**src/rtl/mem_lsu_seq_pkg.sv**
```systemverilog
// Shared definitions for the sequential load/store unit:
// op_i encodings, exception codes, FSM state encoding and decode helpers.
package mem_lsu_seq_pkg;

  typedef enum logic [3:0] {
    OP_NONE = 4'd0,
    OP_LB   = 4'd1,
    OP_LBU  = 4'd2,
    OP_LH   = 4'd3,
    OP_LHU  = 4'd4,
    OP_LW   = 4'd5,
    OP_SB   = 4'd6,
    OP_SH   = 4'd7,
    OP_SW   = 4'd8,
    OP_LL   = 4'd9,
    OP_SC   = 4'd10
  } op_e;

  localparam logic [4:0] EXC_NONE = 5'd0;
  localparam logic [4:0] EXC_ADEL = 5'd4;
  localparam logic [4:0] EXC_ADES = 5'd5;
  localparam logic [4:0] EXC_DBE  = 5'd7;

  typedef enum logic [1:0] {
    ST_IDLE  = 2'd0,
    ST_WAIT  = 2'd1,
    ST_DRAIN = 2'd2,
    ST_DONE  = 2'd3
  } state_e;

  function automatic logic is_store(input op_e op);
    return (op == OP_SB) || (op == OP_SH) || (op == OP_SW) || (op == OP_SC);
  endfunction

  function automatic logic is_misaligned(input op_e op, input logic [1:0] a);
    case (op)
      OP_LH, OP_LHU, OP_SH:               return a[0];
      OP_LW, OP_SW, OP_LL, OP_SC:         return a != 2'b00;
      default:                            return 1'b0;
    endcase
  endfunction

endpackage

```
**src/rtl/mem_lane_align.sv**
```systemverilog
// Combinational byte-lane steering, big-endian lanes (address 00 = [31:24]).
//   i_op       effective memory op
//   i_addr_lo  address bits [1:0]
//   i_wdata    store data (rt)
//   i_rdata    raw bus read word
//   o_sel      byte enables, bit3 = lane [31:24]
//   o_wdata    lane-replicated store data
//   o_ldata    extracted and sign/zero-extended load result
module mem_lane_align
  import mem_lsu_seq_pkg::*;
(
  input  op_e         i_op,
  input  logic [1:0]  i_addr_lo,
  input  logic [31:0] i_wdata,
  input  logic [31:0] i_rdata,
  output logic [3:0]  o_sel,
  output logic [31:0] o_wdata,
  output logic [31:0] o_ldata
);

  logic [7:0]  w_byte;
  logic [15:0] w_half;

  always_comb begin
    case (i_addr_lo)
      2'd0:    w_byte = i_rdata[31:24];
      2'd1:    w_byte = i_rdata[23:16];
      2'd2:    w_byte = i_rdata[15:8];
      default: w_byte = i_rdata[7:0];
    endcase
    w_half = i_addr_lo[1] ? i_rdata[15:0] : i_rdata[31:16];
  end

  always_comb begin
    o_sel   = 4'b1111;   // reads and word stores use all lanes
    o_wdata = i_wdata;
    o_ldata = 32'd0;
    case (i_op)
      OP_SB: begin
        o_sel   = 4'b1000 >> i_addr_lo;
        o_wdata = {4{i_wdata[7:0]}};
      end
      OP_SH: begin
        o_sel   = i_addr_lo[1] ? 4'b0011 : 4'b1100;
        o_wdata = {2{i_wdata[15:0]}};
      end
      OP_LB:        o_ldata = {{24{w_byte[7]}}, w_byte};
      OP_LBU:       o_ldata = {24'd0, w_byte};
      OP_LH:        o_ldata = {{16{w_half[15]}}, w_half};
      OP_LHU:       o_ldata = {16'd0, w_half};
      OP_LW, OP_LL: o_ldata = i_rdata;
      default:      ;
    endcase
  end

endmodule

```
**src/rtl/mem_lsu_seq.sv**
```systemverilog
// Sequential MEM-stage load/store unit on a handshaked data bus.
// Handles lane steering, LL/SC with an internal llbit, misalignment
// exceptions, bus errors and a watchdog timeout; stalls the pipe while busy.
//   valid_i/op_i/addr_i/wdata_i  MEM-stage request (held while stall_req_o)
//   flush_i, llbit_clr_i         pipeline control
//   stall_req_o                  stall toward ctrl
//   result_valid_o, rdata_o, excep_code_o, bad_addr_o, llbit_o  to MEM/WB
//   bus_*                        data bus master side
module mem_lsu_seq
  import mem_lsu_seq_pkg::*;
#(
  parameter int ADDR_W  = 32,
  parameter int TIMEOUT = 255,
  parameter bit LL_EN   = 1'b1
) (
  input  logic              clk,
  input  logic              rst_n,
  input  logic              valid_i,
  input  logic [3:0]        op_i,
  input  logic [ADDR_W-1:0] addr_i,
  input  logic [31:0]       wdata_i,
  input  logic              flush_i,
  input  logic              llbit_clr_i,
  output logic              stall_req_o,
  output logic              result_valid_o,
  output logic [31:0]       rdata_o,
  output logic [4:0]        excep_code_o,
  output logic [ADDR_W-1:0] bad_addr_o,
  output logic              llbit_o,
  output logic              bus_req_o,
  output logic              bus_we_o,
  output logic [ADDR_W-1:0] bus_addr_o,
  output logic [31:0]       bus_wdata_o,
  output logic [3:0]        bus_sel_o,
  input  logic              bus_ack_i,
  input  logic              bus_err_i,
  input  logic [31:0]       bus_rdata_i
);

  localparam int CW = $clog2(TIMEOUT + 1);

  state_e            r_state;
  op_e               r_op;
  logic [ADDR_W-1:0] r_addr;
  logic [CW-1:0]     r_cnt;
  logic              r_llbit;
  logic [31:0]       r_rdata;
  logic [4:0]        r_exc;
  logic [ADDR_W-1:0] r_bad;
  logic              r_bus_req, r_bus_we;
  logic [ADDR_W-1:0] r_bus_addr;
  logic [31:0]       r_bus_wdata;
  logic [3:0]        r_bus_sel;

  op_e         w_op, w_al_op;
  logic [1:0]  w_al_addr;
  logic [3:0]  w_sel;
  logic [31:0] w_wdata, w_ldata;
  logic        w_accept, w_misal, w_store, w_tmo, w_busy, w_drop;

  // With LL/SC disabled the ops fall back to plain word accesses.
  always_comb begin
    w_op = op_e'(op_i);
    if (!LL_EN && w_op == OP_LL) w_op = OP_LW;
    if (!LL_EN && w_op == OP_SC) w_op = OP_SW;
  end

  assign w_accept = (r_state == ST_IDLE) && valid_i && (op_i != 4'd0) && !flush_i;
  assign w_misal  = is_misaligned(w_op, addr_i[1:0]);
  assign w_store  = is_store(w_op);
  assign w_tmo    = (r_cnt == CW'(TIMEOUT - 1));
  assign w_busy   = (r_state == ST_WAIT) || (r_state == ST_DRAIN);
  assign w_drop   = w_busy && (bus_ack_i || bus_err_i || w_tmo);

  // One aligner serves both directions: in IDLE it builds the store from the
  // live request, afterwards it extracts the load from the captured op/addr.
  assign w_al_op   = (r_state == ST_IDLE) ? w_op : r_op;
  assign w_al_addr = (r_state == ST_IDLE) ? addr_i[1:0] : r_addr[1:0];

  mem_lane_align u_align (
    .i_op      (w_al_op),
    .i_addr_lo (w_al_addr),
    .i_wdata   (wdata_i),
    .i_rdata   (bus_rdata_i),
    .o_sel     (w_sel),
    .o_wdata   (w_wdata),
    .o_ldata   (w_ldata)
  );

  always_ff @(posedge clk) begin
    if (!rst_n) begin
      r_state     <= ST_IDLE;
      r_op        <= OP_NONE;
      r_addr      <= '0;
      r_cnt       <= '0;
      r_llbit     <= 1'b0;
      r_rdata     <= '0;
      r_exc       <= EXC_NONE;
      r_bad       <= '0;
      r_bus_req   <= 1'b0;
      r_bus_we    <= 1'b0;
      r_bus_addr  <= '0;
      r_bus_wdata <= '0;
      r_bus_sel   <= '0;
    end else begin
      case (r_state)
        ST_IDLE: if (w_accept) begin
          r_op   <= w_op;
          r_addr <= addr_i;
          if (w_misal) begin
            r_state <= ST_DONE;
            r_exc   <= w_store ? EXC_ADES : EXC_ADEL;
            r_bad   <= addr_i;
            r_rdata <= '0;
          end else if (w_op == OP_SC && !r_llbit) begin
            r_state <= ST_DONE;   // SC fails locally, bus untouched
            r_exc   <= EXC_NONE;
            r_rdata <= '0;
          end else begin
            r_state     <= ST_WAIT;
            r_cnt       <= '0;
            r_bus_req   <= 1'b1;
            r_bus_we    <= w_store;
            r_bus_addr  <= {addr_i[ADDR_W-1:2], 2'b00};
            r_bus_sel   <= w_sel;
            r_bus_wdata <= w_wdata;
          end
        end
        ST_WAIT: begin
          if (bus_err_i || (!bus_ack_i && w_tmo)) begin
            r_state <= ST_DONE;
            r_exc   <= EXC_DBE;
            r_bad   <= r_addr;
            r_rdata <= '0;
          end else if (bus_ack_i) begin
            r_state <= ST_DONE;
            r_exc   <= EXC_NONE;
            if (r_op == OP_SC)        r_rdata <= 32'd1;
            else if (is_store(r_op))  r_rdata <= '0;
            else                      r_rdata <= w_ldata;
            if (r_op == OP_LL) r_llbit <= 1'b1;
            if (r_op == OP_SC) r_llbit <= 1'b0;
          end else begin
            r_cnt <= r_cnt + 1'b1;
            if (flush_i) r_state <= ST_DRAIN;
          end
        end
        ST_DRAIN: begin
          if (bus_ack_i || bus_err_i || w_tmo) r_state <= ST_IDLE;
          else                                 r_cnt   <= r_cnt + 1'b1;
        end
        default: begin   // ST_DONE
          r_state <= ST_IDLE;
          r_rdata <= '0;
          r_exc   <= EXC_NONE;
          r_bad   <= '0;
        end
      endcase
      if (w_drop) begin
        r_bus_req   <= 1'b0;
        r_bus_we    <= 1'b0;
        r_bus_addr  <= '0;
        r_bus_sel   <= '0;
        r_bus_wdata <= '0;
      end
      // Explicit clear wins over an LL completing in the same cycle.
      if (llbit_clr_i || !LL_EN) r_llbit <= 1'b0;
    end
  end

  assign stall_req_o    = w_accept || w_busy;
  assign result_valid_o = (r_state == ST_DONE) && !flush_i;
  assign rdata_o        = r_rdata;
  assign excep_code_o   = r_exc;
  assign bad_addr_o     = r_bad;
  assign llbit_o        = r_llbit;
  assign bus_req_o      = r_bus_req;
  assign bus_we_o       = r_bus_we;
  assign bus_addr_o     = r_bus_addr;
  assign bus_wdata_o    = r_bus_wdata;
  assign bus_sel_o      = r_bus_sel;

endmodule

```
**config.mk**
```make
export PLATFORM = sky130hd
export DESIGN_NAME = mem_lsu_seq
export DESIGN_NICKNAME = d
export VERILOG_FILES = /design/src/rtl/mem_lsu_seq_pkg.sv /design/src/rtl/mem_lane_align.sv /design/src/rtl/mem_lsu_seq.sv
export SDC_FILE = /design/constraint.sdc
export NUM_CORES = 1
export LEC_CHECK = 0
export BUFFER_PORTS_ARGS = -buffer_cell sky130_fd_sc_hd__buf_2
export CORE_MARGIN = 1.5
export CORE_UTILIZATION = 53
export DETAILED_ROUTE_END_ITERATION = 8
export PLACE_DENSITY = 0.77
export SLEW_MARGIN = 0
export SYNTH_ARGS = -nofsm -noshare
export SYNTH_HDL_FRONTEND = slang
export SYNTH_HIERARCHICAL = 1
export SYNTH_SLANG_ARGS = --single-unit
```
**constraint.sdc**
```tcl
create_clock -name clk -period 3.5 [get_ports clk]
set_input_delay 1.05 -clock clk [delete_from_list [all_inputs] [get_ports clk]]
set_output_delay 1.05 -clock clk [all_outputs]
set_load 0.01 [all_outputs]
```
# == After elaboration in Yosys (flattened, before gate mapping) ==
# Index checks and enable logic that the tools add are counted.
# classes
n_reduce_logical,39
bitwise,5
mux,45
add_sub_neg,1
n_shift,1
eq_ne,39
# ops
operator,count
2-to-1 mux 32 bit,10
case mux 32 bit (3 select lines),2
case mux 32 bit (5 select lines),1
case mux 32 bit (2 select lines),1
2-to-1 mux 8 bit,6
case mux 8 bit (3 select lines),2
equality test 4 x 3 -> 1 bit (second input constant),10
equality test 4 bit (second input constant),7
2-to-1 mux 5 bit,5
2-to-1 mux 16 bit,1
2-to-1 mux 2 bit,8
AND reduction 4 bit,4
case mux 5 bit (3 select lines),1
!= test 2 bit (second input constant),7
equality test 4 x 2 -> 1 bit (second input constant),3
logical OR 1 bit,11
adder 8 x 1 -> 8 bit (second input constant),1
equality test 8 bit (second input constant),1
2-to-1 mux 4 bit,2
case mux 4 bit (2 select lines),1
logical AND 1 bit,7
AND reduction 7 bit,1
equality test 2 bit (second input constant),3
!= test 3 x 2 -> 1 bit (second input constant),2
other kinds (19),33
# word_totals
input_bits,107
out_inout_bits,142
word_cells,143
regBits,184

# == Depth between registers and ports, before layout ==
# depth
ltp_word,10
ltp_mapped,14
ltp_nobuf,10

# == Cells and area by module ==
# The synthesis kept the hierarchy.
# by_module_without_submodules
mod,area_each_um2,seq_area_each_um2,cells_each,n_inst
mem_lsu_seq,7377.1,3643.5,894,1
mem_lane_align,1356.3,0.0,154,1

# == Worst setup path after synthesis ==
# Ideal clock, no wire load.
# synth_timing
path_kind,input to output
from,in op_i[1]
to,out stall_req_o
slack_ns,0.191
stages,4
t_required_ns,2.450
t_arrival_ns,2.259
n_path_buf,2
path_cell_list,buf_4 o41ai_1 clkbuf_1 nand2b_1
# synth_via
elab_chain_len,4
# synth_rtl
element,line,rtl
start: declaration,mem_lsu_seq.sv:19,"input logic [3:0] op_i,"
nonzero test 4 bit,mem_lsu_seq.sv:68,assign w_accept = (r_state == ST_IDLE) && valid_i && (op_i != 4'd0) && !flush_i;
logical AND 1 bit (2 in a row),mem_lsu_seq.sv:68,
logical OR 1 bit,mem_lsu_seq.sv:171,assign stall_req_o = w_accept || w_busy;
end: declaration,mem_lsu_seq.sv:24,"output logic stall_req_o,"
# No other way between the ends.

# == Worst setup path in the final report ==
# layout_timing
from,reg r_state[1]
to,out stall_req_o
# layout_via
elab_chain_len,5
elab_cells_between_ends,8
cone_classes,eq/ne (2); reduce/logical (6)
# layout_rtl
element,line,rtl
start: declaration,mem_lsu_seq.sv:42,state_e r_state;
start signal: assignment,mem_lsu_seq.sv:92,r_state <= ST_IDLE;
start signal: assignment,mem_lsu_seq.sv:111,r_state <= ST_DONE;
start signal: assignment,mem_lsu_seq.sv:116,r_state <= ST_DONE;
logical NOT 2 bit,mem_lsu_seq.sv:68,
logical AND 1 bit (3 in a row),mem_lsu_seq.sv:68,
logical OR 1 bit (*),mem_lsu_seq.sv:171,
# Mark *: on every way between the ends. The rest lies on a longest branch, timed or not.

==> reports/metrics.cfg <==
[clock_tree]
clock_path_buffers=2
post_cts_resize_count=0
cts_tree=done
cts_setup_buffers=0
cts_root_buffer=clkbuf_16
cts_hold_buffers=0
htree_levels=4
cts_buffers=17
path_clk_slew_ns=0.07
clkSinkCount=182
clock_latency_ns=0.43

[synth]
synth.distinct_cells=57
synth-seq-area-share_pct=41.7
ys.flop_type=dfxtp_1
syn_area_per_cell_um2=8.33
synth-async-reset-ratio_pct=0
synth-edff-count=0
mappedNetlistArea_mm2=0.00873
ys_warn_count=6
synthCells=1048
synth-seq-cells=182

[placement]
placement.io_buffers=244
gp_congestion=0.892
placed_area_mm2=0.0100
place_inst=1431
dp_hpwl_um=16900

[power_and_ir_drop]
leakagePower_nw=4.78
powerDensity_mw_per_mm2=722
finalPower_mw=7.66
ir_drop_uv=414

[status]
status=complete, no violations

[sta]
worstMarginPinSlew_ns=0.711
period_needed_ns=3.11
report.final.slew_viol_count=0
fin_setup_tns_ns=0
setup_viol=0
max-slew-margin-rel_pct=52.5
fin_crit_sh_pct=89.0
rsz0062_at_grt=no
finalHoldViolations=0
fmax_mhz=321
fin_worst_skew_ns=0.0108

[global_routing]
grt_max_degree=71
grt_pass1_wl_um=39200
overflow=0
grt_pass1_vias=7516
antenna_found_initial=0
grt_util_all_layers_pct=27.7

[routing]
vias_per_cell=5.72
wl_met3_um=1810
routed_wl_um=24500
wl_met1_um=10800
top_layer=met4
drc=0
dr_total_vias=8370
post_drt_wl_per_cell_um=16.7
drt_iter0_drc=625
dr.pass1.iters=5
drt.antenna.violating_nets=0
wl_met2_um=11400

[critical_path]
crit_chain=inv_1, ha_2, and3b_1, o41ai_2, buf_4, nand2b_1, buf_2
crit_slowest_cell=ha_2
rr_startpoint=r_state[1]
worstPathArrival_ns=2.06
startpoint_type=register
max_stage_delay_ns=0.39
cp_data_required_time_ns=2.45
critPathMaxFanout=15
end_kind=primary output
path_class=register to primary output
crit_start=r_state[1]

[floorplanning]
core_mm2=0.0160
chipWidth_um=131
rows=46
die_y_um=131
initial_core_util_pct=54.6
ios=249
die_area_mm2=0.0173

[cells_and_area]
nets=1347
antenna_cells=0
area_growth_pct=21.6
fillers=1401
final_cell_mix=289 x nand2_1, 243 x buf_2, 182 x dfxtp_1
layout-drive-gt1-share_pct=28.6
post-route-util_pct=66.4
layout.cells.non_filler=1463
mostFrequentLayoutCell=nand2_1
fin_area_mm2=0.0106

[job]
drv_cap=0

[min_path]
hp-start=bus_addr_o[8]
hold_class=register to register

## state kept, by name (all words and copies together) (netlist names)
signal / count
bad_addr_o: 32
bus_addr_o: 30
bus_req_o: 1
bus_sel_o: 4
bus_wdata_o: 32
bus_we_o: 1
excep_code_o: 3
llbit_o: 1
r_addr: 32
r_cnt: 8
r_op: 4
r_state: 2
rdata_o: 32
## power breakdown
| part | switching [mW] | internal, mW |
|---|---|---|
| Sequential | 0.171 | 2.37 |
| Clock | 0.913 | 1.11 |
| Combinational | 1.87 | 1.23 |
## layout make-up
| cell class | count | area (µm²) | share of cell area, % |
|---|---|---|---|
| Multi-Input combinational cell | 755 | 4600 | 43.4 |
| Sequential cell | 182 | 3640 | 34.3 |
| Timing Repair Buffer | 268 | 1440 | 13.6 |
| Clock buffer | 19 | 443 | 4.17 |
| Tap cell | 216 | 270 | 2.55 |
| Clock inverter | 13 | 179 | 1.69 |
| Inverter | 10 | 37.5 | 0.354 |
## per-layer routing
metal  global-route usage (%)  vias up
met2                     43.9      327
met1                     37.5     3975
li1                         -     4030
met4                     8.52        0
met5                        0        -
met3                     6.64       38
## worst max-delay path: cells and delay by family, from the launching register on
| family | cells | cell delay, ns |
|---|---|---|
| and+or+nand+nor | 2 | 0.41 |
| AOI/OAI and AO/OA | 1 | 0.11 |
| buffers and inverters | 3 | 0.39 |
| DFF | 1 | 0.33 |
| adders and majority gates | 1 | 0.39 |
## worst paths after layout
check | to | slack [ns] | depth (start not counted)
max | stall_req_o | 0.39 | 7
min | bus_addr_o[8] | 0.45 | 2
max reg2reg | rdata_o[16] | 0.56 | 8
min reg2reg | bus_addr_o[8] | 0.45 | 2
## Yosys cell counts, drive strengths merged (4+ instances only)
cell	n	share of area, %
o21a	5	0.43
nand2	290	12
a21oi	78	4.5
nor2	18	0.80
o211a	34	3.9
dfxtp	182	42
buf	44	3.0
mux2	39	5.0
o21ai	53	3.0
inv	10	0.43
nand4	4	0.29
a22oi	36	3.1
mux4	8	2.1
or4	4	0.34
a21boi	38	3.4
nand3	39	2.2
nand2b	4	0.29
o2bb2ai	17	1.7
nor2b	9	0.64
a221o	16	1.8
and3	11	0.79
mux2i	9	1.0
clkbuf	60	2.6
ha	6	0.86
## through the flow
step / setup WS, ns / hold slack [ns]
CTS: 0.382 / 0.453
detailed placement: 0.266 / 0.443
global route: 0.218 / 0.469
floorplan: 0.191 / 0.444
global placement: 0.307 / 0.438
finish: 0.385 / 0.453
## cell families (layout without fill, tap and decap cells)
| logic type | count (synthesis) | in the layout | synth area share, % |
|---|---|---|---|
| mux | 56 | 56 | 8.17 |
| flops | 182 | 182 | 41.7 |
| buf+inv | 114 | 310 | 6.02 |
| fa+ha+maj | 6 | 6 | 0.860 |
| xor+xnor | 2 | 2 | 0.201 |
| simple gates | 394 | 394 | 19.1 |
| other cells | 1 | 4 | 0.0429 |
| compound gates | 293 | 293 | 23.9 |
No activity file was read; power rests on OpenSTA's default activity.
